==> src/rtl/kb_char_fifo_if.sv <==
// kb_char_fifo_if: processor-side read handshake and status of the key character FIFO.
interface kb_char_fifo_if #(
    parameter int unsigned FIFO_AW = 3
);
    logic               rd_en;
    logic               clr_ovf;
    logic [7:0]         rd_data;
    logic               rd_valid;
    logic               empty;
    logic               full;
    logic [FIFO_AW:0]   count;
    logic               overflow;

    // Processor / I/O path side
    modport master (
        output rd_en, clr_ovf,
        input  rd_data, rd_valid, empty, full, count, overflow
    );

    // FIFO side
    modport slave (
        input  rd_en, clr_ovf,
        output rd_data, rd_valid, empty, full, count, overflow
    );
endinterface

==> src/rtl/kb_char_fifo.sv <==
// kb_char_fifo: synchronizes the PS/2 released-key scan code, detects new key
// events, translates scan set 2 to ASCII and queues characters for the processor.
// Build option: define KB_RAW_EN to bypass translation and queue raw scan codes.
module kb_char_fifo #(
    parameter int unsigned FIFO_AW    = 3,
    parameter int unsigned FIFO_DEPTH = 8
) (
    input  logic        clk,
    input  logic        rst,
    input  logic [7:0]  kb_char,
    kb_char_fifo_if.slave bus
);
    localparam int unsigned   CW        = FIFO_AW + 1;
    localparam logic [7:0]    IDLE_CODE = 8'hF0;
    localparam logic [CW-1:0] DEPTH_C   = CW'(FIFO_DEPTH);

    logic [7:0]         s1_q, s2_q, s3_q;
    logic [7:0]         last_q, last_d;
    logic [7:0]         mem [FIFO_DEPTH];
    logic [FIFO_AW-1:0] wr_ptr_q, wr_ptr_d, rd_ptr_q, rd_ptr_d;
    logic [CW-1:0]      count_q, count_d;
    logic [7:0]         rd_data_q, rd_data_d;
    logic               rd_valid_q, rd_valid_d;
    logic               empty_q, empty_d, full_q, full_d, ovf_q, ovf_d;
    logic               evt, mapped, push_req, push_ok, pop_ok;
    logic [7:0]         push_char;

    // Three-stage capture of the asynchronous code; S3 exists only for the stability compare
    always_ff @(posedge clk or posedge rst) begin
        if (rst) begin
            s1_q <= IDLE_CODE;
            s2_q <= IDLE_CODE;
            s3_q <= IDLE_CODE;
        end else begin
            s1_q <= kb_char;
            s2_q <= s1_q;
            s3_q <= s2_q;
        end
    end

`ifdef KB_RAW_EN
    // Raw mode: every non-idle code is queued as-is
    always_comb begin
        push_char = s2_q;
        mapped    = (s2_q != IDLE_CODE);
    end
`else
    // Scan set 2 to ASCII; anything not listed is dropped
    always_comb begin
        mapped    = 1'b1;
        push_char = 8'h00;
        case (s2_q)
            8'h1C: push_char = 8'h61;  8'h32: push_char = 8'h62;
            8'h21: push_char = 8'h63;  8'h23: push_char = 8'h64;
            8'h24: push_char = 8'h65;  8'h2B: push_char = 8'h66;
            8'h34: push_char = 8'h67;  8'h33: push_char = 8'h68;
            8'h43: push_char = 8'h69;  8'h3B: push_char = 8'h6A;
            8'h42: push_char = 8'h6B;  8'h4B: push_char = 8'h6C;
            8'h3A: push_char = 8'h6D;  8'h31: push_char = 8'h6E;
            8'h44: push_char = 8'h6F;  8'h4D: push_char = 8'h70;
            8'h15: push_char = 8'h71;  8'h2D: push_char = 8'h72;
            8'h1B: push_char = 8'h73;  8'h2C: push_char = 8'h74;
            8'h3C: push_char = 8'h75;  8'h2A: push_char = 8'h76;
            8'h1D: push_char = 8'h77;  8'h22: push_char = 8'h78;
            8'h35: push_char = 8'h79;  8'h1A: push_char = 8'h7A;
            8'h45: push_char = 8'h30;  8'h16: push_char = 8'h31;
            8'h1E: push_char = 8'h32;  8'h26: push_char = 8'h33;
            8'h25: push_char = 8'h34;  8'h2E: push_char = 8'h35;
            8'h36: push_char = 8'h36;  8'h3D: push_char = 8'h37;
            8'h3E: push_char = 8'h38;  8'h46: push_char = 8'h39;
            8'h29: push_char = 8'h20;  8'h5A: push_char = 8'h0D;
            8'h66: push_char = 8'h08;
            default: mapped = 1'b0;
        endcase
    end
`endif

    // Next-state: event detect, push/pop arbitration, occupancy and sticky overflow
    always_comb begin
        last_d     = last_q;
        wr_ptr_d   = wr_ptr_q;
        rd_ptr_d   = rd_ptr_q;
        rd_data_d  = rd_data_q;
        ovf_d      = ovf_q;
        evt        = (s2_q == s3_q) && (s2_q != last_q);
        push_req   = evt && mapped;
        pop_ok     = bus.rd_en && (count_q != '0);
        // A pop in the same cycle frees the slot, so a full FIFO still accepts the push
        push_ok    = push_req && ((count_q != DEPTH_C) || pop_ok);
        rd_valid_d = pop_ok;
        if (evt) begin
            last_d = s2_q;
        end
        if (push_ok) begin
            wr_ptr_d = wr_ptr_q + FIFO_AW'(1);
        end
        if (pop_ok) begin
            rd_ptr_d  = rd_ptr_q + FIFO_AW'(1);
            rd_data_d = mem[rd_ptr_q];
        end
        count_d = count_q + CW'(push_ok) - CW'(pop_ok);
        if (push_req && !push_ok) begin
            ovf_d = 1'b1;
        end else if (bus.clr_ovf) begin
            ovf_d = 1'b0;
        end
        empty_d = (count_d == '0);
        full_d  = (count_d == DEPTH_C);
    end

    // Control and output registers
    always_ff @(posedge clk or posedge rst) begin
        if (rst) begin
            last_q     <= IDLE_CODE;
            wr_ptr_q   <= '0;
            rd_ptr_q   <= '0;
            count_q    <= '0;
            rd_data_q  <= '0;
            rd_valid_q <= 1'b0;
            empty_q    <= 1'b1;
            full_q     <= 1'b0;
            ovf_q      <= 1'b0;
        end else begin
            last_q     <= last_d;
            wr_ptr_q   <= wr_ptr_d;
            rd_ptr_q   <= rd_ptr_d;
            count_q    <= count_d;
            rd_data_q  <= rd_data_d;
            rd_valid_q <= rd_valid_d;
            empty_q    <= empty_d;
            full_q     <= full_d;
            ovf_q      <= ovf_d;
        end
    end

    // Storage array; contents are meaningless once the pointers reset
    always_ff @(posedge clk) begin
        if (push_ok) begin
            mem[wr_ptr_q] <= push_char;
        end
    end

    assign bus.rd_data  = rd_data_q;
    assign bus.rd_valid = rd_valid_q;
    assign bus.empty    = empty_q;
    assign bus.full     = full_q;
    assign bus.count    = count_q;
    assign bus.overflow = ovf_q;
endmodule

==> src/flat_wrapper.sv <==
// flat-port wrapper written by rule: the top's interface ports become plain ports
module kb_char_fifo_flat 
#(
    parameter int unsigned FIFO_AW    = 3,
    parameter int unsigned FIFO_DEPTH = 8
)
  (clk, rst, kb_char, bus_rd_en, bus_clr_ovf, bus_rd_data, bus_rd_valid, bus_empty, bus_full, bus_count, bus_overflow);
  kb_char_fifo_if #(.FIFO_AW(FIFO_AW)) bus_i ();
  input  logic clk;
  input  logic rst;
  input  logic [7:0] kb_char;
  input wire logic [$bits(bus_i.rd_en)-1:0] bus_rd_en;
  input wire logic [$bits(bus_i.clr_ovf)-1:0] bus_clr_ovf;
  output wire logic [$bits(bus_i.rd_data)-1:0] bus_rd_data;
  output wire logic [$bits(bus_i.rd_valid)-1:0] bus_rd_valid;
  output wire logic [$bits(bus_i.empty)-1:0] bus_empty;
  output wire logic [$bits(bus_i.full)-1:0] bus_full;
  output wire logic [$bits(bus_i.count)-1:0] bus_count;
  output wire logic [$bits(bus_i.overflow)-1:0] bus_overflow;
  assign bus_i.rd_en = bus_rd_en;
  assign bus_i.clr_ovf = bus_clr_ovf;
  assign bus_rd_data = bus_i.rd_data;
  assign bus_rd_valid = bus_i.rd_valid;
  assign bus_empty = bus_i.empty;
  assign bus_full = bus_i.full;
  assign bus_count = bus_i.count;
  assign bus_overflow = bus_i.overflow;
  kb_char_fifo #(.FIFO_AW(FIFO_AW), .FIFO_DEPTH(FIFO_DEPTH)) u_core (.clk(clk), .rst(rst), .kb_char(kb_char), .bus(bus_i));
endmodule
==> config.mk <==
export PLATFORM = sky130hd
export DESIGN_NAME = kb_char_fifo_flat
export DESIGN_NICKNAME = d
export VERILOG_FILES = /design/src/rtl/kb_char_fifo_if.sv /design/src/rtl/kb_char_fifo.sv /design/src/flat_wrapper.sv
export SDC_FILE = /design/constraint.sdc
export NUM_CORES = 1
export LEC_CHECK = 0
export CELL_PAD_IN_SITES_DETAIL_PLACEMENT = 0
export CELL_PAD_IN_SITES_GLOBAL_PLACEMENT = 1
export CORE_MARGIN = 10
export CORE_UTILIZATION = 35
export CTS_CLUSTER_SIZE = 16
export DETAILED_ROUTE_END_ITERATION = 6
export DONT_BUFFER_PORTS = 1
export HOLD_SLACK_MARGIN = 0.06
export PLACE_DENSITY = 0.58
export SYNTH_ARGS = -nofsm -noshare
export SYNTH_HDL_FRONTEND = slang
export SYNTH_SLANG_ARGS = --single-unit
==> constraint.sdc <==
create_clock -name clk -period 3.1 [get_ports clk]
set_input_delay 0.62 -clock clk [delete_from_list [all_inputs] [get_ports clk]]
set_output_delay 0.62 -clock clk [all_outputs]
set_load 0.02 [all_outputs]
* After elaboration in Yosys (flattened, before gate mapping)
Memory sizes are Yosys's and may differ from the RTL's. A register that Yosys moved wholly into a read port is not among the register bits.
Cells that the tools add are included.
** Word-level totals
- Logic and storage cells :: 77
- Memories :: 1
- Register bits :: 54
- Output and inout bits :: 16
- Input bits :: 12
- Memory bits (writable) :: 56
** Memories
- u_core.mem :: words 8, width 7, read ports 1, clocked after memory_dff 1, wr ports 1, line kb_char_fifo.sv:19 : logic [7:0] mem [FIFO_DEPTH];
** Cells by class
- Add/subtract/negate cells :: 4
- Equal/unequal tests :: 43
- Reduce and logical (&&, ||, !) cells :: 11
- Muxes and demuxes :: 6
** Operator list (number)
- $pmux W7 S39 :: 1
- $eq A8 B6 Y1 const B :: 23
- $eq A8 B7 Y1 const B :: 9
- $eq A8 B5 Y1 const B :: 7
- $reduce_or A39 Y1 :: 1
- $eq A8 B8 Y1 :: 1
- $ne A8 B8 Y1 :: 1
- $add A3 B1 Y3 const B :: 2
- $logic_and A1 B1 Y1 :: 5
- $mux W1 :: 5
- $add A4 B1 Y4 :: 1
- $eq A4 B4 Y1 const B :: 1
- $logic_not A4 Y1 :: 1
- $ne A4 B4 Y1 const B :: 1
- $reduce_bool A4 Y1 :: 1
- $sub A4 B1 Y4 :: 1
- $reduce_bool A2 Y1 :: 1
- $logic_not A1 Y1 :: 1
- $logic_or A1 B1 Y1 :: 1

* Logic depth before layout (Yosys ltp)
- Depth after elaboration :: 8
- Depth in mapped cells :: 15
- Depth with buffers taken out :: 13

* Worst setup path after synthesis
No wires, ideal clock.
- Path type :: flip-flop to flip-flop
- Start :: reg u_core.s2_q[5]
- End :: reg u_core.full_q, in the netlist u_core.bus.full
- Data arrival time :: 3101 ps
- Setup time :: 73 ps
- Clock period less this slack :: 3174 ps
- Data required time :: 3027 ps
- Buffers on the path :: 2
- Setup slack :: -74 ps
- Cell stages (with the launch flop) :: 15
- Cells stage by stage :: dfstp_2 or3b_1 buf_2 or4_1 nand4_1 a211oi_1 nand4_2 and3_4 buf_6 ha_1 inv_1 fa_1 inv_1 or3_1 nor2b_1
** On the way
- Longest elaborated chain between the ends :: 8
- Elaborated cells on any way between the ends :: 49
- Those cells by class :: 2 x add/sub; 42 x eq/ne; 1 x mux; 4 x reduce/logical
** Ends and longest elaborated chain
- start, declared :: line kb_char_fifo.sv:17 : logic [7:0] s1_q, s2_q, s3_q;
- start signal, assigned :: line kb_char_fifo.sv:36 : s2_q <= s1_q;
- $eq A8 B5 Y1 (tied with other cells) :: line kb_char_fifo.sv:52 : case (s2_q)
- $reduce_or A39 Y1 (no source line)
- $mux W1 :: line kb_char_fifo.sv:52
- $logic_and A1 B1 Y1 (*) :: line kb_char_fifo.sv:86 : push_req = evt && mapped;
- $logic_and A1 B1 Y1 (*) :: line kb_char_fifo.sv:89 : push_ok = push_req && ((count_q != DEPTH_C) || pop_ok);
- named net u_core.push_ok :: line kb_char_fifo.sv:25 : logic evt, mapped, push_req, push_ok, pop_ok;
- $add A4 B1 Y4 (*) :: line kb_char_fifo.sv:101 : count_d = count_q + CW'(push_ok) - CW'(pop_ok);
- $sub A4 B1 Y4 (*) :: line kb_char_fifo.sv:101
- named net u_core.count_d[1] :: line kb_char_fifo.sv:21 : logic [CW-1:0] count_q, count_d;
- $eq A4 B4 Y1 (*) :: line kb_char_fifo.sv:108 : full_d = (count_d == DEPTH_C);
- named net u_core.full_d :: line kb_char_fifo.sv:24 : logic empty_q, empty_d, full_q, full_d, ovf_q, ovf_d;
- end signal, assigned :: line kb_char_fifo.sv:131 : full_q <= full_d;
- end, declared :: line kb_char_fifo.sv:24
Mark *: on every way through the listed nets, which the timed path passes. The rest lies on a longest branch.
A chain may end at the register's enable or synchronous reset.

* Worst setup path in the final report
- Start :: reg u_core.s2_q[5]
- End :: reg u_core.empty_q, in the netlist u_core.bus.empty
** On the way
- Longest elaborated chain between the ends :: 8
- Elaborated cells on any way between the ends :: 49
- Those cells by class :: 2 x add/sub; 41 x eq/ne; 1 x mux; 5 x reduce/logical
** Ends and longest elaborated chain
- $eq A8 B5 Y1 (tied with other cells) :: line kb_char_fifo.sv:52
- $reduce_or A39 Y1 (no source line)
- $mux W1 :: line kb_char_fifo.sv:52
- $logic_and A1 B1 Y1 (*) :: line kb_char_fifo.sv:86
- $logic_and A1 B1 Y1 (*) :: line kb_char_fifo.sv:89
- $add A4 B1 Y4 (*) :: line kb_char_fifo.sv:101
- $sub A4 B1 Y4 (*) :: line kb_char_fifo.sv:101
- named net u_core.count_d[1] :: line kb_char_fifo.sv:21
- $logic_not A4 Y1 (*) :: line kb_char_fifo.sv:107 : empty_d = (count_d == '0);
- named net u_core.empty_d :: line kb_char_fifo.sv:24
- end signal, assigned :: line kb_char_fifo.sv:130 : empty_q <= empty_d;
- end, declared :: line kb_char_fifo.sv:24
Marked as above.

==> results.cfg <==
[synthesis]
ys.warnings.count = 0
post_synth_and_or_nand_nor_area_fraction_pct = 13.6
synth.mux.area_fraction_pct = 9.17
ys_seq_elements = 109
netlist_area_um2 = 5150
synth_edf_count = 56
seq_area_frac_synth_pct = 58.8
avgSynthCellArea_um2 = 13.0
combinational_family_with_the_most_area_after_synthesis = simple AND/OR/NAND/NOR gates
ys_types = 60
synth.net_count = 417
yosys.area_share.xor_xnor_pct = 3.91
synth_flop_cell = sky130_fd_sc_hd__edfxtp_1
synthesized_area_fraction_occupied_by_ao_oa_aoi_and_oai_cells_pct = 8.01
synthAdderAreaFrac_pct = 2.33
cell_count_after_synthesis = 396
synthArstFlopShare_pct = 48.6

[worst_hold_path]
worst_hold_path_type = in2async

[setup_path]
timing.rr.start = u_core.s2_q[5]
worst-path-max-fanout = 8
reg2reg_to = u_core.bus.empty
critPathRequiredTime_ns = 3.39
startpoint_type = register
cp.arrival_ns = 3.47
worstSetupEndpointType = register
worst_r2r_path_depth = 12
setup.reg_to_reg.worst_slack_ns = -0.09
critPathKind = reg2reg

[floorplanning]
die_w_um = 141
io_pins = 28
core_area_um2 = 14500
die_h_um = 141
floorplan.die_area_um2 = 20000
placement_rows = 44
initial_cell_density_of_the_core_pct = 35.6

[global_route]
global_route.overflow_total = 0
largest_net_degree_at_the_start_of_global_routing = 36
grt_pass1_vias = 3408
gr-usage-met2_pct = 19.6
antenna_violations_before_repair = 0
grt.busiest_layer = met2
wire_length_of_the_first_global_routing_pass_um = 18800
grtUsageMet1_pct = 13.9
globalRouteTotalUtil_pct = 11.8
grt.met3_usage_pct = 3.20

[clocking]
h-tree-depth = 3
clock_tree.root_cell = sky130_fd_sc_hd__clkbuf_16
post-cts-setup-buffers = 0
cts_max_path_buffers = 2
clkSinkCount = 109
clock_slew_seen_by_the_registers_of_the_worst_setup_and_hold_paths_ns = 0.08
tritoncts_clock_tree = yes
clock_latency_ns = 0.36
post_cts_hold_buffer_count = 0
cts_inserted_buffers = 9

[routing]
route.vias.total = 3243
drt_first_pass_iters = 4
drt-wirelength-per-cell_um = 18.2
dr.first_iter.drc_count = 228
totalWireLength_um = 11300
drt-vias-per-instance = 5.25
antenna_left = 0
detail_route.drc_violations = 0

[pwr]
power_frac_comb_pct = 22.7
power_switching_share_pct = 31.6
pwr-share-seq_pct = 47.8
cellPowerDensity_nw_per_um2 = 662
leakagePower_nw = 2.31
clock_power_share_pct = 29.6
maximum_vdd_ir_drop_mv = 0.287
internal_power_w = 0.00272
power.net_switching_w = 0.00125

[final_layout]
synthToLayoutAreaGrowth_pct = 16.3
final_core_area_utilization_pct = 41.4
design.final.nets = 450
layout.cells.most_common = sky130_fd_sc_hd__edfxtp_1
fillerInstances = 1358
layout.cells.most_common_list = sky130_fd_sc_hd__edfxtp_1 (56), sky130_fd_sc_hd__buf_4 (51), sky130_fd_sc_hd__dfrtp_1 (36)
final_layout_size_suffix_gt1_share_pct = 28.1
instances_no_fill = 618
antenna-diode-count = 0

[placement]
place_inst = 602
gp_routability_congestion = 0.863
io_buffers = 0
place_hpwl_um = 8100

[sta]
max_clock_freq_mhz = 314
setup-violations-final = 2
post-route-period-util_pct = 103
fin_ws_ns = -0.0857
timing_hold_violations_final = 0
rsz0062_at_grt = yes
fin_skew_ns = 0.00969
post-route-min-period_ns = 3.19
hold-worst-slack_ns = 0.124
timing.slew.headroom_pct = 43.4
number_of_pins_with_negative_max_slew_slack_in_the_final_report = 0
tightest_slew_ns = 0.840

[run_status]
violations = negative setup slack
run_status = finished with violations

[run]
max_cap_violations = 0
[cell usage after synthesis (all sizes together), types with 6 or more instances]
master / number / area share (%)
mux4: 14 / 6.1
a21oi: 8 / 0.78
nor2: 14 / 1.0
mux2i: 9 / 1.7
nand3: 6 / 0.58
nor4: 7 / 0.85
dfrtp: 36 / 17
or3: 7 / 0.85
nand2b: 7 / 0.85
dfstp: 17 / 8.7
xnor2: 12 / 2.0
nand4: 8 / 1.1
nand2: 30 / 2.2
clkbuf: 9 / 0.66
inv: 16 / 1.2
o22ai: 6 / 0.73
ha: 8 / 1.9
o21ai: 15 / 1.5
nor2b: 7 / 0.85
mux2: 6 / 1.3
xor2: 11 / 1.9
edfxtp: 56 / 33
buf: 21 / 2.3
[cells by family after synthesis]
logic type                 after synthesis
AOI/OAI and AO/OA                       62
xor gates and xnor gates                23
adders and majority gates                9
buffers and inverters                   46
DFF                                    109
muxes                                   29
other                                    1
and+or+nand+nor                        117
[power groups by stage]
stage	registers [W]	clock network [W]	logic [W]
after detailed placement	0.00194	0	0.000911
after global routing	0.00193	0.00127	0.00102
after global placement	0.00193	0	0.000908
after floorplan	0.00188	0	0.000694
after CTS	0.00191	0.00121	0.000918
final	0.00190	0.00117	0.000900
[worst max-delay path, cell delays in order (launching register included)]
cell and delay, ns:
sky130_fd_sc_hd__dfstp_2 0.62, sky130_fd_sc_hd__or3b_4 0.41, sky130_fd_sc_hd__or3_4 0.38, sky130_fd_sc_hd__a21oi_2 0.16, sky130_fd_sc_hd__a211oi_2 0.07, sky130_fd_sc_hd__nand4_2 0.11
sky130_fd_sc_hd__and3_4 0.21, sky130_fd_sc_hd__ha_4 0.13, sky130_fd_sc_hd__inv_2 0.03, sky130_fd_sc_hd__fa_1 0.46, sky130_fd_sc_hd__inv_1 0.05, sky130_fd_sc_hd__or3_1 0.35
sky130_fd_sc_hd__nor2_1 0.13
[metrics by stage]
step                      TNS [ns]  area (µm²)  power (W)  setup slack (ns)
after floorplan            -0.0850        5170    0.00257           -0.0525
after global placement     -0.0779        5640    0.00284           -0.0481
after detailed placement    -0.101        5640    0.00285           -0.0542
after CTS                  -0.0487        5970    0.00404           -0.0376
after global routing        -0.424        6000    0.00421            -0.182
final                       -0.154        6000    0.00397           -0.0857
[worst max path at each step]
stage,from,endpoint,slack (ns),depth (start not counted)
floorplan,u_core.s2_q[5],u_core.bus.full,-0.05,14
finish,u_core.s2_q[5],u_core.bus.empty,-0.09,12
global route,u_core.s2_q[4],u_core.bus.empty,-0.18,14
global placement,u_core.s2_q[5],u_core.bus.full,-0.05,12
detailed placement,u_core.s2_q[1],u_core.bus.empty,-0.05,12
CTS,u_core.s2_q[5],u_core.bus.empty,-0.04,12
[final cells by class]
type | count | area [µm²] | area share [%]
Inverter | 16 | 60.1 | 1.00
Tap cell | 184 | 230 | 3.84
Multi-Input combinational cell | 241 | 1970 | 32.8
Sequential cell | 109 | 3030 | 50.5
Timing Repair Buffer | 52 | 394 | 6.57
Clock inverter | 7 | 91.3 | 1.52
Clock buffer | 9 | 225 | 3.76
[registers in the layout, summed over array words and instances, names as in the netlist]
signal               cells
u_core.wr_ptr_q          3
u_core.bus.full          1
u_core.last_q            8
u_core.s1_q              8
u_core.bus.overflow      1
u_core.bus.empty         1
u_core.bus.rd_data       7
u_core.rd_ptr_q          3
u_core.bus.rd_valid      1
u_core.s2_q              8
u_core.bus.count         4
u_core.mem              56
u_core.s3_q              8
[layer usage]
| layer | routed length, µm | vias to the layer above |
|---|---|---|
| li1 | - | 1539 |
| met1 | 4820 | 1605 |
| met5 | 0 | - |
| met4 | 324 | 0 |
| met3 | 481 | 21 |
| met2 | 5630 | 78 |
[timing repair]
action / CTS / global route
gates cloned: 0 / 0
gates resized for setup: 5 / 6
pin swaps: 4 / 2
endpoints found under the setup margin: 2 / 17
No activity file was read; power rests on OpenSTA's default activity.
